File: src/rtl/wb_port_arbiter_if.sv
// Bundle of the per-requester push lanes and the shared writeback slot of wb_port_arbiter.
// Signal names keep the arbiter-side _i/_o direction suffixes.
interface wb_port_arbiter_if #(
    parameter int unsigned NrReq       = 3,
    parameter int unsigned TransIdBits = 3,
    parameter int unsigned Xlen        = 64,
    parameter int unsigned CauseBits   = 6
) ();
    logic [NrReq-1:0]             req_valid_i;
    logic [NrReq-1:0]             req_ready_o;
    logic [NrReq*TransIdBits-1:0] req_trans_id_i;
    logic [NrReq*Xlen-1:0]        req_data_i;
    logic [NrReq-1:0]             req_ex_valid_i;
    logic [NrReq*CauseBits-1:0]   req_ex_cause_i;
    logic                         wb_valid_o;
    logic [TransIdBits-1:0]       wb_trans_id_o;
    logic [Xlen-1:0]              wb_data_o;
    logic                         wb_ex_valid_o;
    logic [CauseBits-1:0]         wb_ex_cause_o;
    logic [NrReq-1:0]             grant_o;

    modport slave (
        input  req_valid_i, req_trans_id_i, req_data_i, req_ex_valid_i, req_ex_cause_i,
        output req_ready_o, wb_valid_o, wb_trans_id_o, wb_data_o, wb_ex_valid_o,
               wb_ex_cause_o, grant_o
    );

    modport master (
        output req_valid_i, req_trans_id_i, req_data_i, req_ex_valid_i, req_ex_cause_i,
        input  req_ready_o, wb_valid_o, wb_trans_id_o, wb_data_o, wb_ex_valid_o,
               wb_ex_cause_o, grant_o
    );
endinterface

File: src/rtl/wb_port_arbiter.sv
// Shares one scoreboard writeback port among NrReq producers: per-requester FIFOs
// drained round-robin, one entry per cycle, into a registered writeback slot.
module wb_port_arbiter #(
    parameter int unsigned NrReq       = 3,
    parameter int unsigned FifoDepth   = 2,
    parameter int unsigned TransIdBits = 3,
    parameter int unsigned Xlen        = 64,
    parameter int unsigned CauseBits   = 6
) (
    input  logic              clk_i,
    input  logic              rst_ni,
    input  logic              flush_i,
    wb_port_arbiter_if.slave  bus
);
    localparam int unsigned PtrW = $clog2(FifoDepth);
    localparam int unsigned CntW = $clog2(FifoDepth + 1);
    localparam int unsigned IdxW = $clog2(NrReq);

    typedef struct packed {
        logic [TransIdBits-1:0] id;
        logic [Xlen-1:0]        data;
        logic                   ex_valid;
        logic [CauseBits-1:0]   cause;
    } entry_t;

    entry_t          mem_q    [NrReq][FifoDepth];
    logic [PtrW-1:0] wr_ptr_q [NrReq];
    logic [PtrW-1:0] wr_ptr_d [NrReq];
    logic [PtrW-1:0] rd_ptr_q [NrReq];
    logic [PtrW-1:0] rd_ptr_d [NrReq];
    logic [CntW-1:0] cnt_q    [NrReq];
    logic [CntW-1:0] cnt_d    [NrReq];

    logic [NrReq-1:0] ready;
    logic [NrReq-1:0] push;
    logic [NrReq-1:0] grant;
    logic [IdxW-1:0]  rr_q, rr_d;
    logic [IdxW-1:0]  winner;
    logic [IdxW-1:0]  idx;
    logic             found;
    entry_t           slot_q, slot_d;
    logic             wb_valid_q, wb_valid_d;

    // Ready depends on the registered count only, so a same-cycle pop never raises it.
    always_comb begin
        for (int unsigned i = 0; i < NrReq; i++) begin
            ready[i] = (cnt_q[i] != CntW'(FifoDepth));
        end
    end

    // Round-robin scan starting at rr_q, wrapping modulo NrReq.
    always_comb begin
        found  = 1'b0;
        winner = '0;
        idx    = '0;
        grant  = '0;
        for (int unsigned k = 0; k < NrReq; k++) begin
            idx = IdxW'((32'(rr_q) + k) % NrReq);
            if (!found && (cnt_q[idx] != '0)) begin
                found  = 1'b1;
                winner = idx;
            end
        end
        if (found && !flush_i) begin
            grant[winner] = 1'b1;
        end
    end

    always_comb begin
        for (int unsigned i = 0; i < NrReq; i++) begin
            push[i]     = bus.req_valid_i[i] & ready[i] & ~flush_i;
            wr_ptr_d[i] = wr_ptr_q[i] + PtrW'(push[i]);
            rd_ptr_d[i] = rd_ptr_q[i] + PtrW'(grant[i]);
            cnt_d[i]    = cnt_q[i] + CntW'(push[i]) - CntW'(grant[i]);
            if (flush_i) begin
                wr_ptr_d[i] = '0;
                rd_ptr_d[i] = '0;
                cnt_d[i]    = '0;
            end
        end
    end

    // No grant keeps id/data/cause but drops both valid flags.
    always_comb begin
        slot_d          = slot_q;
        slot_d.ex_valid = 1'b0;
        wb_valid_d      = 1'b0;
        rr_d            = rr_q;
        if (|grant) begin
            slot_d     = mem_q[winner][rd_ptr_q[winner]];
            wb_valid_d = 1'b1;
            rr_d       = (winner == IdxW'(NrReq - 1)) ? '0 : winner + 1'b1;
        end
        if (flush_i) begin
            rr_d = '0;
        end
    end

    always_ff @(posedge clk_i) begin
        for (int unsigned i = 0; i < NrReq; i++) begin
            if (push[i]) begin
                mem_q[i][wr_ptr_q[i]] <= '{
                    id:       bus.req_trans_id_i[i*TransIdBits +: TransIdBits],
                    data:     bus.req_data_i[i*Xlen +: Xlen],
                    ex_valid: bus.req_ex_valid_i[i],
                    cause:    bus.req_ex_cause_i[i*CauseBits +: CauseBits]
                };
            end
        end
    end

    always_ff @(posedge clk_i or negedge rst_ni) begin
        if (!rst_ni) begin
            for (int unsigned i = 0; i < NrReq; i++) begin
                wr_ptr_q[i] <= '0;
                rd_ptr_q[i] <= '0;
                cnt_q[i]    <= '0;
            end
            rr_q       <= '0;
            slot_q     <= '0;
            wb_valid_q <= 1'b0;
        end else begin
            for (int unsigned i = 0; i < NrReq; i++) begin
                wr_ptr_q[i] <= wr_ptr_d[i];
                rd_ptr_q[i] <= rd_ptr_d[i];
                cnt_q[i]    <= cnt_d[i];
            end
            rr_q       <= rr_d;
            slot_q     <= slot_d;
            wb_valid_q <= wb_valid_d;
        end
    end

    assign bus.req_ready_o   = ready;
    assign bus.grant_o       = grant;
    assign bus.wb_valid_o    = wb_valid_q;
    assign bus.wb_trans_id_o = slot_q.id;
    assign bus.wb_data_o     = slot_q.data;
    assign bus.wb_ex_valid_o = slot_q.ex_valid;
    assign bus.wb_ex_cause_o = slot_q.cause;
endmodule

File: src/flat_wrapper.sv
// flat-port wrapper written by rule: the top's interface ports become plain ports
module wb_port_arbiter_flat 
#(
    parameter int unsigned NrReq       = 3,
    parameter int unsigned FifoDepth   = 2,
    parameter int unsigned TransIdBits = 3,
    parameter int unsigned Xlen        = 64,
    parameter int unsigned CauseBits   = 6
)
  (clk_i, rst_ni, flush_i, bus_req_valid_i, bus_req_trans_id_i, bus_req_data_i, bus_req_ex_valid_i, bus_req_ex_cause_i, bus_req_ready_o, bus_wb_valid_o, bus_wb_trans_id_o, bus_wb_data_o, bus_wb_ex_valid_o, bus_wb_ex_cause_o, bus_grant_o);
  wb_port_arbiter_if #(.NrReq(NrReq), .TransIdBits(TransIdBits), .Xlen(Xlen), .CauseBits(CauseBits)) bus_i ();
  input  logic clk_i;
  input  logic rst_ni;
  input  logic flush_i;
  input wire logic [$bits(bus_i.req_valid_i)-1:0] bus_req_valid_i;
  input wire logic [$bits(bus_i.req_trans_id_i)-1:0] bus_req_trans_id_i;
  input wire logic [$bits(bus_i.req_data_i)-1:0] bus_req_data_i;
  input wire logic [$bits(bus_i.req_ex_valid_i)-1:0] bus_req_ex_valid_i;
  input wire logic [$bits(bus_i.req_ex_cause_i)-1:0] bus_req_ex_cause_i;
  output wire logic [$bits(bus_i.req_ready_o)-1:0] bus_req_ready_o;
  output wire logic [$bits(bus_i.wb_valid_o)-1:0] bus_wb_valid_o;
  output wire logic [$bits(bus_i.wb_trans_id_o)-1:0] bus_wb_trans_id_o;
  output wire logic [$bits(bus_i.wb_data_o)-1:0] bus_wb_data_o;
  output wire logic [$bits(bus_i.wb_ex_valid_o)-1:0] bus_wb_ex_valid_o;
  output wire logic [$bits(bus_i.wb_ex_cause_o)-1:0] bus_wb_ex_cause_o;
  output wire logic [$bits(bus_i.grant_o)-1:0] bus_grant_o;
  assign bus_i.req_valid_i = bus_req_valid_i;
  assign bus_i.req_trans_id_i = bus_req_trans_id_i;
  assign bus_i.req_data_i = bus_req_data_i;
  assign bus_i.req_ex_valid_i = bus_req_ex_valid_i;
  assign bus_i.req_ex_cause_i = bus_req_ex_cause_i;
  assign bus_req_ready_o = bus_i.req_ready_o;
  assign bus_wb_valid_o = bus_i.wb_valid_o;
  assign bus_wb_trans_id_o = bus_i.wb_trans_id_o;
  assign bus_wb_data_o = bus_i.wb_data_o;
  assign bus_wb_ex_valid_o = bus_i.wb_ex_valid_o;
  assign bus_wb_ex_cause_o = bus_i.wb_ex_cause_o;
  assign bus_grant_o = bus_i.grant_o;
  wb_port_arbiter #(.NrReq(NrReq), .FifoDepth(FifoDepth), .TransIdBits(TransIdBits), .Xlen(Xlen), .CauseBits(CauseBits)) u_core (.clk_i(clk_i), .rst_ni(rst_ni), .flush_i(flush_i), .bus(bus_i));
endmodule
File: config.mk
export PLATFORM = sky130hd
export DESIGN_NAME = wb_port_arbiter_flat
export DESIGN_NICKNAME = d
export VERILOG_FILES = /design/src/rtl/wb_port_arbiter_if.sv /design/src/rtl/wb_port_arbiter.sv /design/src/flat_wrapper.sv
export SDC_FILE = /design/constraint.sdc
export NUM_CORES = 1
export LEC_CHECK = 0
export ABC_AREA = 1
export BUFFER_PORTS_ARGS = -buffer_cell sky130_fd_sc_hd__buf_2
export CORE_UTILIZATION = 62
export CTS_CLUSTER_DIAMETER = 100
export CTS_CLUSTER_SIZE = 8
export DETAILED_ROUTE_END_ITERATION = 7
export PLACE_DENSITY_LB_ADDON = 0.3
export RECOVER_POWER = 50
export SYNTH_ARGS = -nofsm -noshare
export SYNTH_HDL_FRONTEND = slang
export SYNTH_SLANG_ARGS = --single-unit
File: constraint.sdc
create_clock -name clk_i -period 7.5 [get_ports clk_i]
set_input_delay 0.375 -clock clk_i [delete_from_list [all_inputs] [get_ports clk_i]]
set_output_delay 0.375 -clock clk_i [all_outputs]
set_load 0.02 [all_outputs]
==> impl_metrics.ini <==
[run_status]
status = complete, but fails checks
violations = DRC, capacitance limit, slew limit

[sta]
skew_ns = 0.0191
hold_violations = 0
drv_slew = 47
worst_pin_slew_ns = 3.15
setup-violations-final = 0
timing.fmax_ghz = 0.202
period_minus_slack_ns = 4.95
slew_headroom_pct = -110
finalSetupTns_ns = 0
rsz0062_at_grt = no
finalCritPeriodShare_pct = 66.0

[yosys]
syn-num-nets = 2500
avgSynthCellArea_um2 = 10.1
ys_seq_area_share_pct = 68.0
ys_types = 27
ys_ff_latch = 533
ys_warn_count = 0
syn_area_mm2 = 0.0229
postSynthCellCount = 2256

[detailed_routing]
drtIter0Drc = 1836
wl_per_cell_um = 19.2
ant_nets = 0
firstDrtPassIters = 8
num_vias = 18055
drc_errors = 4
viasPerCell = 5.51
wirelength_um = 63000

[flow_run]
maxCapViolCount = 1

[clock_tree]
post_cts_buffers = 0
cts_buffers = 76
cts_max_level = 3
cts_root_buf = clkbuf_16
cts_sinks = 533
ctsResizeCount = 0
cts_hold_buffers = 197
clk_pin_slew_ns = 0.05
cts_tree = done
cts_buffer_depth = 3
worstSkewPairLatency_ns = 0.60

[min_path]
min_path_type = in -> reg

[floorplanning]
fp.dieW_um = 194
start_util_pct = 62.8
die_area_mm2 = 0.0377
core.rowCount = 70
die_h_um = 194
core_mm2 = 0.0364
boundaryPins = 309

[finish]
fin_util_pct = 78.2
final_common_cell = nand2_1
nets = 2986
finalNonFillerCells = 3276
area_growth_pct = 24.5
drive_gt1_share_pct = 6.03
fin_area_mm2 = 0.0285
final_cell_mix = 903 x nand2_1, 444 x edfxtp_1, 323 x inv_1, 309 x clkbuf_1, 307 x nand3_1

[setup_path]
cp_max_fo = 152
end_kind = flip-flop
crit_arrival_ns = 5.46
path_class = reg -> reg
crit_required_ns = 8.01
crit_path_start_kind = flip-flop

[grt]
grt_use_met1_pct = 41.9
grt_use_total_pct = 34.0
grt_start_max_net_pins = 153
antenna_found_initial = 6
grt_pass1_wl_um = 97200
grtUsageMet3_pct = 7.10
grt_overflow = 0
grt_util_met2_pct = 56.4
top_usage_layer = met2
grt_pass1_vias = 18302

[place]
dpl.cell_count = 2931
gp_congestion = 0.801
placed_cell_area_mm2 = 0.0246
dp_hpwl_um = 32900
portBuffers = 308
logic make-up (layout without fill, tap and decap cells):
kind of cell,count (synthesis),after routing,share of synthesized area [%]
other cells,0,6,0
fa+ha+maj,16,16,0.875
buf+inv,439,985,8.06
flops,533,533,68.0
xor+xnor,6,6,0.230
simple gates,1249,1249,22.5
compound gates,13,13,0.306
stage by stage:
| stage | hold WS [ns] | setup slack, ns |
|---|---|---|
| final | 0.0935 | 2.55 |
| after global routing | 0.0692 | 2.25 |
| after CTS | 0.000496 | 2.69 |
| after detailed placement | 0.460 | 2.78 |
| after global placement | 0.458 | 3.02 |
| after floorplan | 0.0794 | 4.43 |
worst max-delay path: stages, from the launching register on:
cell      delay, ns
dfrtp_1        0.39
inv_1          0.08
ha_1           0.22
inv_1          0.21
nor2_1         0.08
nand2_1        0.10
nand2_2        0.09
inv_2          0.08
nand2_2        0.06
nor2_4         0.15
nand2_8        0.59
nand2_8        1.08
nand3_1        0.25
nand2_2        0.18
nor2_4         0.05
clkinv_2       0.05
buf_4          0.77
nand2_1        0.16
nand2_1        0.11
layout make-up:
cell class                 count  area [um^2]
sequential                   533        15600
fill                        2298         7940
multi-input combinational   1284         5590
timing repair buffer         520         3310
clock buffer                 132         2130
inverter                     327         1230
tap                          468          586
clock inverter                 6         63.8
antenna                        6         15.0
path summary, 6_finish.rpt:
kind / start / endpoint / slack (ns) / depth (start not counted)
worst max-delay path: u_core.rr_q[0] / u_core.bus.wb_data_o[27] / 2.55 / 18
worst min-delay path: bus_req_trans_id_i[4] / u_core.mem_q[1][72] / 0.09 / 1
worst max register to register: u_core.rr_q[0] / u_core.bus.wb_data_o[27] / 2.55 / 18
worst min register to register: u_core.bus.wb_data_o[41] / u_core.bus.wb_data_o[41] / 0.48 / 2
max in group asynchronous: rst_ni / u_core.bus.wb_data_o[54] / 4.13 / 3
min in group asynchronous: rst_ni / u_core.wr_ptr_q[2] / 1.37 / 2
Yosys cell counts (all sizes together):
master	count	area share (%)
a21oi	3	0.066
buf	91	2.4
a31oi	2	0.055
xnor2	3	0.11
nor2	26	0.50
o31ai	1	0.033
xor2	3	0.11
edfxtp	444	58
nor3	1	0.071
inv	327	5.4
dfrtp	89	9.7
nand3	310	6.9
ha	16	0.87
o21ai	7	0.15
clkbuf	21	0.34
nand2	912	15
state kept, by name (all words and copies together), names as in the netlist:
name                      count
u_core.bus.wb_data_o         64
u_core.bus.wb_ex_cause_o      6
u_core.bus.wb_ex_valid_o      1
u_core.bus.wb_trans_id_o      3
u_core.bus.wb_valid_o         1
u_core.cnt_q                  6
u_core.mem_q                444
u_core.rd_ptr_q               3
u_core.rr_q                   2
u_core.wr_ptr_q               3
per-layer routing:
layer,routed length (um),part of all wire [%]
met3,5830,9.2
met5,13,0.021
met4,3300,5.2
met2,30800,49
met1,23100,37
Power is left out: the tool's default activity adds up to more than one toggle a clock period on the data nets, which glitch-free logic cannot reach.
